**config.mk**
```make
export PLATFORM = sky130hd
export DESIGN_NAME = knns_ctrl_flat
export DESIGN_NICKNAME = d
export VERILOG_FILES = /design/src/rtl/knns_pkg.sv /design/src/rtl/knns_ctrl_if.sv /design/src/rtl/knns_beat_cnt.sv /design/src/rtl/knns_ctrl.sv /design/src/flat_wrapper.sv
export SDC_FILE = /design/constraint.sdc
export NUM_CORES = 1
export LEC_CHECK = 0
export CORE_AREA = 2 2 621 623
export CTS_CLUSTER_SIZE = 40
export DETAILED_ROUTE_END_ITERATION = 8
export DIE_AREA = 0 0 623 625
export PLACE_DENSITY = 0.3
export SLEW_MARGIN = 0
export SYNTH_ARGS = -nofsm -noshare
export SYNTH_HDL_FRONTEND = slang
export SYNTH_SLANG_ARGS = --single-unit
```
**constraint.sdc**
```tcl
create_clock -name clk -period 9 [get_ports clk]
set_input_delay 2.25 -clock clk [delete_from_list [all_inputs] [get_ports clk]]
set_output_delay 2.25 -clock clk [all_outputs]
set_load 0.05 [all_outputs]
```
**src/rtl/knns_pkg.sv**
```systemverilog
// Shared types and defaults for the k-nearest-neighbour top-K sequencer.
// State encoding is fixed so debug taps and other controllers agree on it.
package knns_pkg;

  typedef enum logic [1:0] {
    StIdle   = 2'd0,
    StClear  = 2'd1,
    StStream = 2'd2,
    StDone   = 2'd3
  } knns_state_e;

  localparam int unsigned DefW  = 32;
  localparam int unsigned DefK  = 10;
  localparam int unsigned DefCW = 16;

  // A point is {x, y}, so it is twice the coordinate width.
  function automatic int unsigned pt_width(input int unsigned w);
    return 2 * w;
  endfunction

endpackage

```
**src/rtl/knns_ctrl_if.sv**
```systemverilog
// Generic valid/ready/data channel used for the point stream and the result.
interface knns_ctrl_if #(
  parameter int unsigned DW = 64
) ();

  logic          valid;
  logic          ready;
  logic [DW-1:0] data;

  modport master (output valid, output data, input ready);
  modport slave  (input valid, input data, output ready);

endinterface

```
**src/rtl/knns_beat_cnt.sv**
```systemverilog
// Beat counter with synchronous clear, enable and a last-beat flag (count == n-1).
module knns_beat_cnt #(
  parameter int unsigned CW = 16
) (
  input  logic          clk,
  input  logic          rst,
  input  logic          clr,
  input  logic          en,
  input  logic [CW-1:0] n,
  output logic [CW-1:0] count,
  output logic          last
);

  logic [CW-1:0] cnt_q;

  always_ff @(posedge clk or negedge rst) begin
    if (!rst) begin
      cnt_q <= '0;
    end else if (clr) begin
      cnt_q <= '0;
    end else if (en) begin
      cnt_q <= cnt_q + CW'(1);
    end
  end

  // Exit is taken at n-1, so the counter tops out at n and never wraps.
  assign last  = (cnt_q == (n - CW'(1)));
  assign count = cnt_q;

endmodule

```
**src/rtl/knns_ctrl.sv**
```systemverilog
// Query sequencer for the top-K datapath: latch query, clear datapath, stream
// n_points candidates, then hold the result until the consumer takes it.
module knns_ctrl
  import knns_pkg::*;
#(
  parameter int unsigned W  = DefW,
  parameter int unsigned K  = DefK,
  parameter int unsigned CW = DefCW
) (
  input  logic                     clk,
  input  logic                     rst,
  input  logic                     start,
  input  logic                     abort,
  input  logic [CW-1:0]            n_points,
  input  logic [pt_width(W)-1:0]   q_in,
  output logic [pt_width(W)-1:0]   q_out,
  knns_ctrl_if.slave               pt,
  knns_ctrl_if.master              res,
  output logic [pt_width(W)-1:0]   dp_point,
  output logic                     dp_en,
  output logic                     dp_clr,
  input  logic [pt_width(W)*K-1:0] dp_result,
  output logic                     busy,
  output logic [CW-1:0]            count
);

  knns_state_e              state_q;
  logic [pt_width(W)-1:0]   q_q;
  logic [CW-1:0]            n_q;
  logic                     ready_q;
  logic                     clr_q;
  logic                     valid_q;
  logic                     busy_q;

  logic beat;
  logic last;
  logic start_ok;

  assign beat     = pt.valid & ready_q;
  // Abort wins over start, even though abort alone has no effect in idle.
  assign start_ok = (state_q == StIdle) & start & ~abort;

  knns_beat_cnt #(
    .CW (CW)
  ) u_beat_cnt (
    .clk   (clk),
    .rst   (rst),
    .clr   (start_ok),
    .en    (beat),
    .n     (n_q),
    .count (count),
    .last  (last)
  );

  always_ff @(posedge clk or negedge rst) begin
    if (!rst) begin
      state_q <= StIdle;
      q_q     <= '0;
      n_q     <= '0;
      ready_q <= 1'b0;
      clr_q   <= 1'b0;
      valid_q <= 1'b0;
      busy_q  <= 1'b0;
    end else begin
      clr_q <= 1'b0;
      if (abort && (state_q != StIdle)) begin
        state_q <= StIdle;
        ready_q <= 1'b0;
        valid_q <= 1'b0;
        busy_q  <= 1'b0;
      end else begin
        unique case (state_q)
          StIdle: begin
            if (start_ok) begin
              q_q     <= q_in;
              n_q     <= n_points;
              clr_q   <= 1'b1;
              busy_q  <= 1'b1;
              state_q <= StClear;
            end
          end
          StClear: begin
            if (n_q != '0) begin
              ready_q <= 1'b1;
              state_q <= StStream;
            end else begin
              valid_q <= 1'b1;
              state_q <= StDone;
            end
          end
          StStream: begin
            if (beat && last) begin
              ready_q <= 1'b0;
              valid_q <= 1'b1;
              state_q <= StDone;
            end
          end
          StDone: begin
            if (res.ready) begin
              valid_q <= 1'b0;
              busy_q  <= 1'b0;
              state_q <= StIdle;
            end
          end
          default: state_q <= StIdle;
        endcase
      end
    end
  end

  assign q_out     = q_q;
  assign pt.ready  = ready_q;
  assign dp_point  = pt.data;
  assign dp_en     = beat;
  assign dp_clr    = clr_q;
  assign res.valid = valid_q;
  assign res.data  = dp_result;
  assign busy      = busy_q;

endmodule

```
**src/flat_wrapper.sv**
```systemverilog
// flat-port wrapper written by rule: the top's interface ports become plain ports
module knns_ctrl_flat import knns_pkg::*;
#(
  parameter int unsigned W  = DefW,
  parameter int unsigned K  = DefK,
  parameter int unsigned CW = DefCW
)
  (clk, rst, start, abort, n_points, q_in, q_out, dp_point, dp_en, dp_clr, dp_result, busy, count, pt_valid, pt_data, pt_ready, res_valid, res_data, res_ready);
  knns_ctrl_if #(.DW((2 * W))) pt_i ();
  knns_ctrl_if #(.DW(((2 * W) * K))) res_i ();
  input  logic clk;
  input  logic rst;
  input  logic start;
  input  logic abort;
  input  logic [CW-1:0] n_points;
  input  logic [pt_width(W)-1:0] q_in;
  output logic [pt_width(W)-1:0] q_out;
  output logic [pt_width(W)-1:0] dp_point;
  output logic dp_en;
  output logic dp_clr;
  input  logic [pt_width(W)*K-1:0] dp_result;
  output logic busy;
  output logic [CW-1:0] count;
  input wire logic [$bits(pt_i.valid)-1:0] pt_valid;
  input wire logic [$bits(pt_i.data)-1:0] pt_data;
  output wire logic [$bits(pt_i.ready)-1:0] pt_ready;
  output wire logic [$bits(res_i.valid)-1:0] res_valid;
  output wire logic [$bits(res_i.data)-1:0] res_data;
  input wire logic [$bits(res_i.ready)-1:0] res_ready;
  assign pt_i.valid = pt_valid;
  assign pt_i.data = pt_data;
  assign pt_ready = pt_i.ready;
  assign res_valid = res_i.valid;
  assign res_data = res_i.data;
  assign res_i.ready = res_ready;
  knns_ctrl #(.W(W), .K(K), .CW(CW)) u_core (.clk(clk), .rst(rst), .start(start), .abort(abort), .n_points(n_points), .q_in(q_in), .q_out(q_out), .pt(pt_i), .res(res_i), .dp_point(dp_point), .dp_en(dp_en), .dp_clr(dp_clr), .dp_result(dp_result), .busy(busy), .count(count));
endmodule
```
# Yosys cells after proc, flatten, opt, wreduce, memory -nomap -nowiden
# Cells that the tools add are included.
# word_totals
in_bits	790
n_memories	0
elab_cells	61
mem_bits_rw	0
out_inout_bits	789
romBits	0
reg_bits	102
latch_bits	0
# classes
muxes	23
n_lt_le_gt_ge	0
n_mul	0
bitwise	5
n_shift	0
div	0
n_eq_ne	9
reduce_logical	14
n_addsub	2
# ops
operator	n
$mux 16	2
$add 16x1->16 const B	1
$eq 16x16->1	1
$reduce_bool 16->1	1
$sub 16x1->16 const B	1
$mux 1	13
$reduce_and 3->1	4
$ne 3x2->1 const B	3
$mux 2	4
$pmux 2 s4	1
$ne 3x1->1 const B	2
$reduce_bool 3->1	2
$eq 2x2->1 const B	2
$pmux 1 s2	2
$reduce_and 4->1	1
$reduce_bool 2->1	2
$reduce_bool 4->1	1
$and 1x1->1	3
$pmux 1 s3	1
$eq 2x1->1 const B	1
$logic_and 1x1->1	2
$logic_not 2->1	1
$not 1->1	2

# Logic depth before layout (Yosys ltp)
# Gate-level depths: netlist of the first run.
# logic_depth
ltp_word	6
mapped_depth	10
mapped_depth_nobuf	9

# Cells and area by module
# A second synthesis of the first run with hierarchy kept.
# unflattened
hier_cells	1270
area_unflattened_um2	10189.8
# modules_own_cells
mod	seq_area_each_um2	instances	area_each_um2	cells_per_inst
knns_ctrl	2152.1	1	8769.7	1097
knns_beat_cnt	400.4	1	1420.1	173

# Least setup slack after synthesis of the first run
# OpenSTA, ideal clock, no wires.
# synth_path
path_type	input to output
from	input pt_valid
to	output dp_en
stages	2
path_buffers	1
required_time_ns	6.750
arrival_ns	2.972
setup_slack_ns	3.778
cell_sequence	and2_1 -> clkbuf_1
# synth_via
elab_chain_len	1
# synth_rtl
item	line_no	source
start: declaration	flat_wrapper.sv:24	input wire logic [$bits(pt_i.valid)-1:0] pt_valid;
$and 1x1->1	knns_ctrl.sv:39	assign beat = pt.valid & ready_q;
end: declaration	flat_wrapper.sv:19	output logic dp_en;
# Every way passes these cells.

# Final worst setup path of the first run
# Same ends and word-level chain as after synthesis.

==> results.sh, run 1 <==
export IMPL_wl_mm=228
export IMPL_cp_max_fo=8
export IMPL_grt_pass1_vias=5890
export IMPL_ant_nets=0
export IMPL_start_util=0.0263
export IMPL_cts_tree="yes"
export IMPL_rrSetupSlack_ps=5380
export IMPL_fin_tns_setup_ps=0
export IMPL_die_w_um=623
export IMPL_routed_wl_met2_mm=104
export IMPL_antenna_found_initial=12
export IMPL_synth_area_per_cell_sq_um=9.18
export IMPL_dpl_worst_slack_ps=2840
export IMPL_vias_per_cell=1.06
export IMPL_holdCritPathClass="register to register"
export IMPL_drc_errors=0
export IMPL_syn2layout_area_growth_pct=29.7
export IMPL_crit_start="pt_valid"
export IMPL_core_area_sq_mm=0.384
export IMPL_syn_instance_count=1099
export IMPL_top_layer_used="met5"
export IMPL_cts_clk_slew_worst_paths_ps=90
export IMPL_clock_latency_ps=430
export IMPL_status="finished, final reports clean"
export IMPL_p_per_area_mw_per_mm2=219
export IMPL_wl_met3_mm=88.5
export IMPL_drt_iter0_markers=419
export IMPL_fin_worst_skew_ps=30.8
export IMPL_die_area_sq_mm=0.389
export IMPL_synth_compound_area_frac=0.0280
export IMPL_crit_path_end_kind="output port"
export IMPL_crit_chain="clkdlybuf4s50_1, and2_1, clkdlybuf4s50_1"
export IMPL_finalCritPeriodShare=0.686
export IMPL_nets=1355
export IMPL_overflow=0
export IMPL_synth_seq_cells=102
export IMPL_startpoint_type="input port"
export IMPL_ys_seq_area_frac=0.253
export IMPL_m1WireLength_mm=23.8
export IMPL_crit_family="buffers and inverters"
export IMPL_arrival_ps=3930
export IMPL_rr_startpoint="u_core.n_q[0]"
export IMPL_fin_hold_ws_ps=512
export IMPL_hpwl_mm=214
export IMPL_drive_above_1_share=0.201
export IMPL_yosysWarnings=0
export IMPL_critPathBufInv=2
export IMPL_gp_congestion=0.762
export IMPL_grt_max_degree=68
export IMPL_io_buffers=170
export IMPL_drt_first_pass_iters=5
export IMPL_synthAdderAreaFrac=0.00992
export IMPL_holdBufCountCts=0
export IMPL_cp_slowest_cell="clkdlybuf4s50_1"
export IMPL_cts_made_buffers=9
export IMPL_cp_required_ps=6750
export IMPL_synth_simple_gate_area_share=0.0524
export IMPL_synth_mux_area_frac=0.0923
export IMPL_maxCapViolations=0
export IMPL_slowest_delay_ps=880
export IMPL_drv_slew=0
export IMPL_vias=5940
export IMPL_rsz0062_at_grt="no"
export IMPL_setup_ws_ps=2820
export IMPL_cts_root_buf="clkbuf_16"
export IMPL_synth_edf_count=0
export IMPL_die_h_um=625
export IMPL_track_usage=0.113
export IMPL_setup_violations=0
export IMPL_synth_xor_area_frac=0.0260
export IMPL_criticalPathCategory="input port to output port"
export IMPL_synth_cell_types=51
export IMPL_holdCritStartpoint="u_core.q_out[6]"
export IMPL_grt_pass1_wl_mm=243
export IMPL_htreeDepth=3
export IMPL_post_cts_repair_setup_buffers=0
export IMPL_fp_row_count=228
export IMPL_max_vdd_ir_drop_uv=133
export IMPL_p_leak_nw=2.91
export IMPL_cts_sinks=102
export IMPL_wire_per_inst_um=40.5
export IMPL_max_freq_ghz=0.162
export IMPL_cts_buffer_depth=2
export IMPL_synth_async_reset_ratio=1.00
export IMPL_fin_crit_ps=6180
export IMPL_hold_viol_final=0
export IMPL_tightest_slew_ps=1140
export IMPL_syn_cell_area_sq_mm=0.0101
export IMPL_ios=1579
export IMPL_max_slew_margin=0.237
export IMPL_synth_top_family_by_area="buffers and inverters"
export IMPL_syn_nets=1897
export IMPL_crit_top_cell="clkdlybuf4s50_1"
export IMPL_ctsResizeCount=0
export IMPL_synthFlopType="dfrtp_1"
## worst reg2reg max path: stages (launching register included)
cell and delay (ps):
dfrtp_1 610, inv_1 190, ha_1 300, or4b_2 670, or3b_2 470, a31oi_1 160
o2111ai_1 130, or4b_4 550, a21oi_1 260, mux2i_1 230
## synthesized netlist by cell type, types with 7 or more instances
library cell,n,area share
buf_1,7,0.0026
buf_4,704,0.52
clkbuf_1,12,0.0045
dfrtp_1,102,0.25
ha_1,8,0.0099
inv_1,13,0.0048
mux2_2,80,0.089
nand2_1,14,0.0052
nand3_1,10,0.0050
nor2_1,25,0.0093
nor4_1,7,0.0043
o21ai_0,11,0.0055
or3_1,7,0.0043
xnor2_1,13,0.011
xor2_1,17,0.015
## cell usage in the layout, fill, tap and decap left out, types with 5 or more instances in the layout
| master | synthesis | final |
|---|---|---|
| mux2_2 | 80 | 80 |
| nor4_1 | 7 | 7 |
| buf_4 | 704 | 5 |
| clkbuf_16 | 0 | 9 |
| ha_1 | 8 | 8 |
| inv_1 | 13 | 13 |
| nand2_1 | 14 | 13 |
| dfrtp_1 | 102 | 102 |
| nand4_1 | 6 | 6 |
| clkdlybuf4s50_1 | 0 | 168 |
| a21oi_1 | 6 | 6 |
| or3_1 | 7 | 7 |
| xnor2_1 | 13 | 13 |
| xor2_1 | 17 | 17 |
| o21ai_0 | 11 | 11 |
| nand3_1 | 10 | 10 |
| nor2_1 | 25 | 25 |
## power breakdown
group	switching (mW)	internal [mW]	leakage (nW)	total, mW
Sequential	0.213	0.654	1.26	0.868
Combinational	0.936	0.575	1.49	1.51
Clock	0.285	0.203	0.151	0.488
## routing by layer
layer / vias up / track usage
li1: 1728 / -
met1: 2391 / 0.0327
met2: 1585 / 0.180
met3: 200 / 0.208
met4: 36 / 0.0479
met5: - / 0.0153
## state kept, by name, summed over array words and instances, names as in the netlist
name                     cells
u_core.res.valid             1
u_core.n_q                  16
u_core.u_beat_cnt.count     16
u_core.state_q               2
u_core.dp_clr                1
u_core.pt.ready              1
u_core.busy                  1
u_core.q_out                64
## layout make-up
cell class | instances | area, sq um
tap | 5060 | 6330
antenna | 1 | 2.50
sequential | 102 | 2550
multi-input combinational | 258 | 2120
fill | 45500 | 371000
clock inverter | 7 | 86.3
inverter | 13 | 48.8
timing repair buffer | 173 | 1720
clock buffer | 9 | 225
## cell families (layout without fill, tap and decap cells)
| kind of cell | after synthesis | in the layout |
|---|---|---|
| buffers and inverters | 739 | 202 |
| AND/OR/NAND/NOR | 97 | 97 |
| adder cells (fa/ha/maj) | 8 | 8 |
| flip-flops | 102 | 102 |
| AO/OA/AOI/OAI | 40 | 40 |
| other | 0 | 1 |
| XOR/XNOR | 30 | 30 |
| multiplexers | 83 | 83 |
## path summary, 6_finish.rpt
path                                                to  cells past startpoint
max                                              dp_en                      3
min                                    u_core.q_out[6]                      1
max reg2reg                          u_core.state_q[1]                      9
min reg2reg                            u_core.q_out[6]                      1
max in group asynchronous  u_core.u_beat_cnt.count[11]                      2
min in group asynchronous             u_core.q_out[60]                      1
## metrics by stage
stage	instance area, sq um	utilization	std cells	power [mW]
after floorplan	10100	-	1099	2.64
after global placement	12800	0.0333	5606	2.42
after detailed placement	12800	0.0333	5606	2.41
after CTS	13100	0.0341	5622	2.95
after global routing	13100	0.0341	5622	3.04
final	13100	0.0341	5623	2.87
Note: power is estimated with default switching activity, not from simulation.
==> run 2, diff against run 1 <==
Settings changed: CORE_AREA 2 2 621 623 to 2 2 611 613, DIE_AREA 0 0 623 625 to 0 0 613 615.
Clock period 9 ns to 5.8 ns, I/O delays scaled along.
==> run 2 against run 1 <==
Clock skew decreased by 14 ps. Register-to-register slack got worse by 3100 ps. Hold slack improved by 2.7 ps. First-iteration DRC count decreased by 13%. Core utilization increased by 0.091 points. Power increased by 56%. Design area decreased by 0.77%. Cell count decreased by 1.5%. Flip-flop and latch count unchanged. Largest cell class unchanged.
==> results.sh, run 2 (same netlist as run 1, synthesis figures left out) <==
export IMPL_status="finished, final reports clean"
export IMPL_maxCapViolations=0
export IMPL_layout_common_cells="clkdlybuf4s50_1, dfrtp_1, mux2_2"
export IMPL_tightest_slew_ps=855
export IMPL_rsz0062_at_grt="no"
export IMPL_drc_errors=0
export IMPL_track_usage=0.114
export IMPL_final_common_cell="clkdlybuf4s50_1"
export IMPL_die_w_um=613
export IMPL_n_fill_cell=44000
export IMPL_die_h_um=615
export IMPL_wire_per_inst_um=40.4
export IMPL_ant_nets=0
export IMPL_max_freq_ghz=0.220
export IMPL_grt_pass1_vias=5896
export IMPL_fin_hold_ws_ps=514
export IMPL_cts_tree="yes"
export IMPL_die_area_sq_mm=0.377
export IMPL_grt_pass1_wl_mm=239
export IMPL_whs_path_depth=1
export IMPL_cts_root_buf="clkbuf_16"
export IMPL_holdCritStartpoint="u_core.q_out[11]"
export IMPL_cts_made_buffers=9
export IMPL_clock_latency_ps=430
export IMPL_fin_worst_skew_ps=17.0
export IMPL_crit_family="buffers and inverters"
export IMPL_cts_buffer_depth=2
export IMPL_post_cts_repair_setup_buffers=0
export IMPL_holdBufCountCts=0
export IMPL_arrival_ps=3090
export IMPL_cp_slowest_cell="clkdlybuf4s50_1"
export IMPL_min_to="u_core.q_out[11]"
export IMPL_largest_register_ffs=64
export IMPL_rr_startpoint="u_core.n_q[0]"
export IMPL_syn2layout_area_growth_pct=28.7
export IMPL_ctsResizeCount=0
export IMPL_wl_mm=224
export IMPL_nets=1356
export IMPL_crit_top_cell="clkdlybuf4s50_1"
export IMPL_holdCritPathClass="register to register"
export IMPL_max_vdd_ir_drop_uv=284
export IMPL_drv_slew=0
export IMPL_cp_required_ps=4350
export IMPL_cts_sinks=102
export IMPL_drive_above_1_share=0.204
export IMPL_hold_viol_final=0
export IMPL_rrSetupSlack_ps=2260
export IMPL_start_util=0.0272
export IMPL_p_per_area_mw_per_mm2=344
export IMPL_ios=1579
export IMPL_setup_violations=0
export IMPL_fp_row_count=224
export IMPL_critPathBufInv=2
export IMPL_slowest_delay_ps=880
export IMPL_crit_chain="clkdlybuf4s50_1, and2_1, clkdlybuf4s50_1"
export IMPL_overflow=0
export IMPL_max_slew_margin=0.430
export IMPL_cp_max_fo=8
export IMPL_vias_per_cell=1.08
export IMPL_io_buffers=170
export IMPL_vias=5954
export IMPL_grt_max_degree=44
export IMPL_fin_tns_setup_ps=0
export IMPL_drt_first_pass_iters=4
export IMPL_finalCritPeriodShare=0.784
export IMPL_htreeDepth=3
export IMPL_hpwl_mm=210
export IMPL_core_area_sq_mm=0.371
export IMPL_p_leak_nw=2.91
export IMPL_antenna_found_initial=8
export IMPL_cts_clk_slew_worst_paths_ps=80
export IMPL_drt_iter0_markers=366
export IMPL_startpoint_type="input port"
export IMPL_gp_congestion=0.754
export IMPL_rr_endpoint="u_core.state_q[1]"
export IMPL_criticalPathCategory="input port to output port"
export IMPL_ff2ff_path_depth=9
export IMPL_fin_crit_ps=4540
export IMPL_crit_path_end_kind="output port"
==> run 2: stage by stage <==
| stage | std cells | total power, mW | worst slack [ps] | util | cell area [sq um] |
|---|---|---|---|---|---|
| floorplan | 1099 | 4.10 | 1980 | - | 10100 |
| global placement | 5519 | 3.77 | 1240 | 0.0342 | 12700 |
| detailed placement | 5519 | 3.75 | 1230 | 0.0342 | 12700 |
| CTS | 5535 | 4.60 | 1240 | 0.0350 | 13000 |
| global route | 5535 | 4.72 | 1190 | 0.0350 | 13000 |
| finish | 5538 | 4.46 | 1260 | 0.0350 | 13000 |
==> run 2: worst register-to-register path, cell delays in order, from the launching register on <==
cell       delay [ps]
dfrtp_1           600
inv_1             190
ha_1              290
or4b_2            650
or3b_2            460
a31oi_1           140
o2111ai_1         130
or4b_4            550
a21oi_1           260
mux2i_1           210
==> run 2: layout make-up <==
class	instances	area, sq um	area share
Tap cell	4972	6220	0.479
Sequential cell	102	2550	0.197
Multi-Input combinational cell	258	2120	0.163
Timing Repair Buffer	174	1720	0.133
Clock buffer	9	225	0.0173
Clock inverter	7	91.3	0.00703
Inverter	13	48.8	0.00376
Antenna cell	3	7.51	0.000578
==> run 2: worst max-delay path by stage <==
stage / startpoint / end / cells past startpoint
floorplan: pt_valid / u_core.state_q[1] / 8
global placement: pt_valid / dp_en / 3
detailed placement: pt_valid / dp_en / 3
CTS: pt_valid / dp_en / 3
global route: pt_valid / dp_en / 3
finish: pt_valid / dp_en / 3
==> run 2: report_power, final <==
group,internal (mW),leakage [nW],switching (mW)
combinational,0.888,1.49,1.45
sequential,1.02,1.26,0.351
clock,0.318,0.155,0.440
==> run 2: per-layer routing <==
metal  track usage  wire length, um  vias to the layer above
met2         0.182           101000                     1599
met4        0.0485            11300                       24
li1              -                -                     1731
met3         0.207            86900                      209
met5        0.0151              833                        -
met1        0.0352            24100                     2391
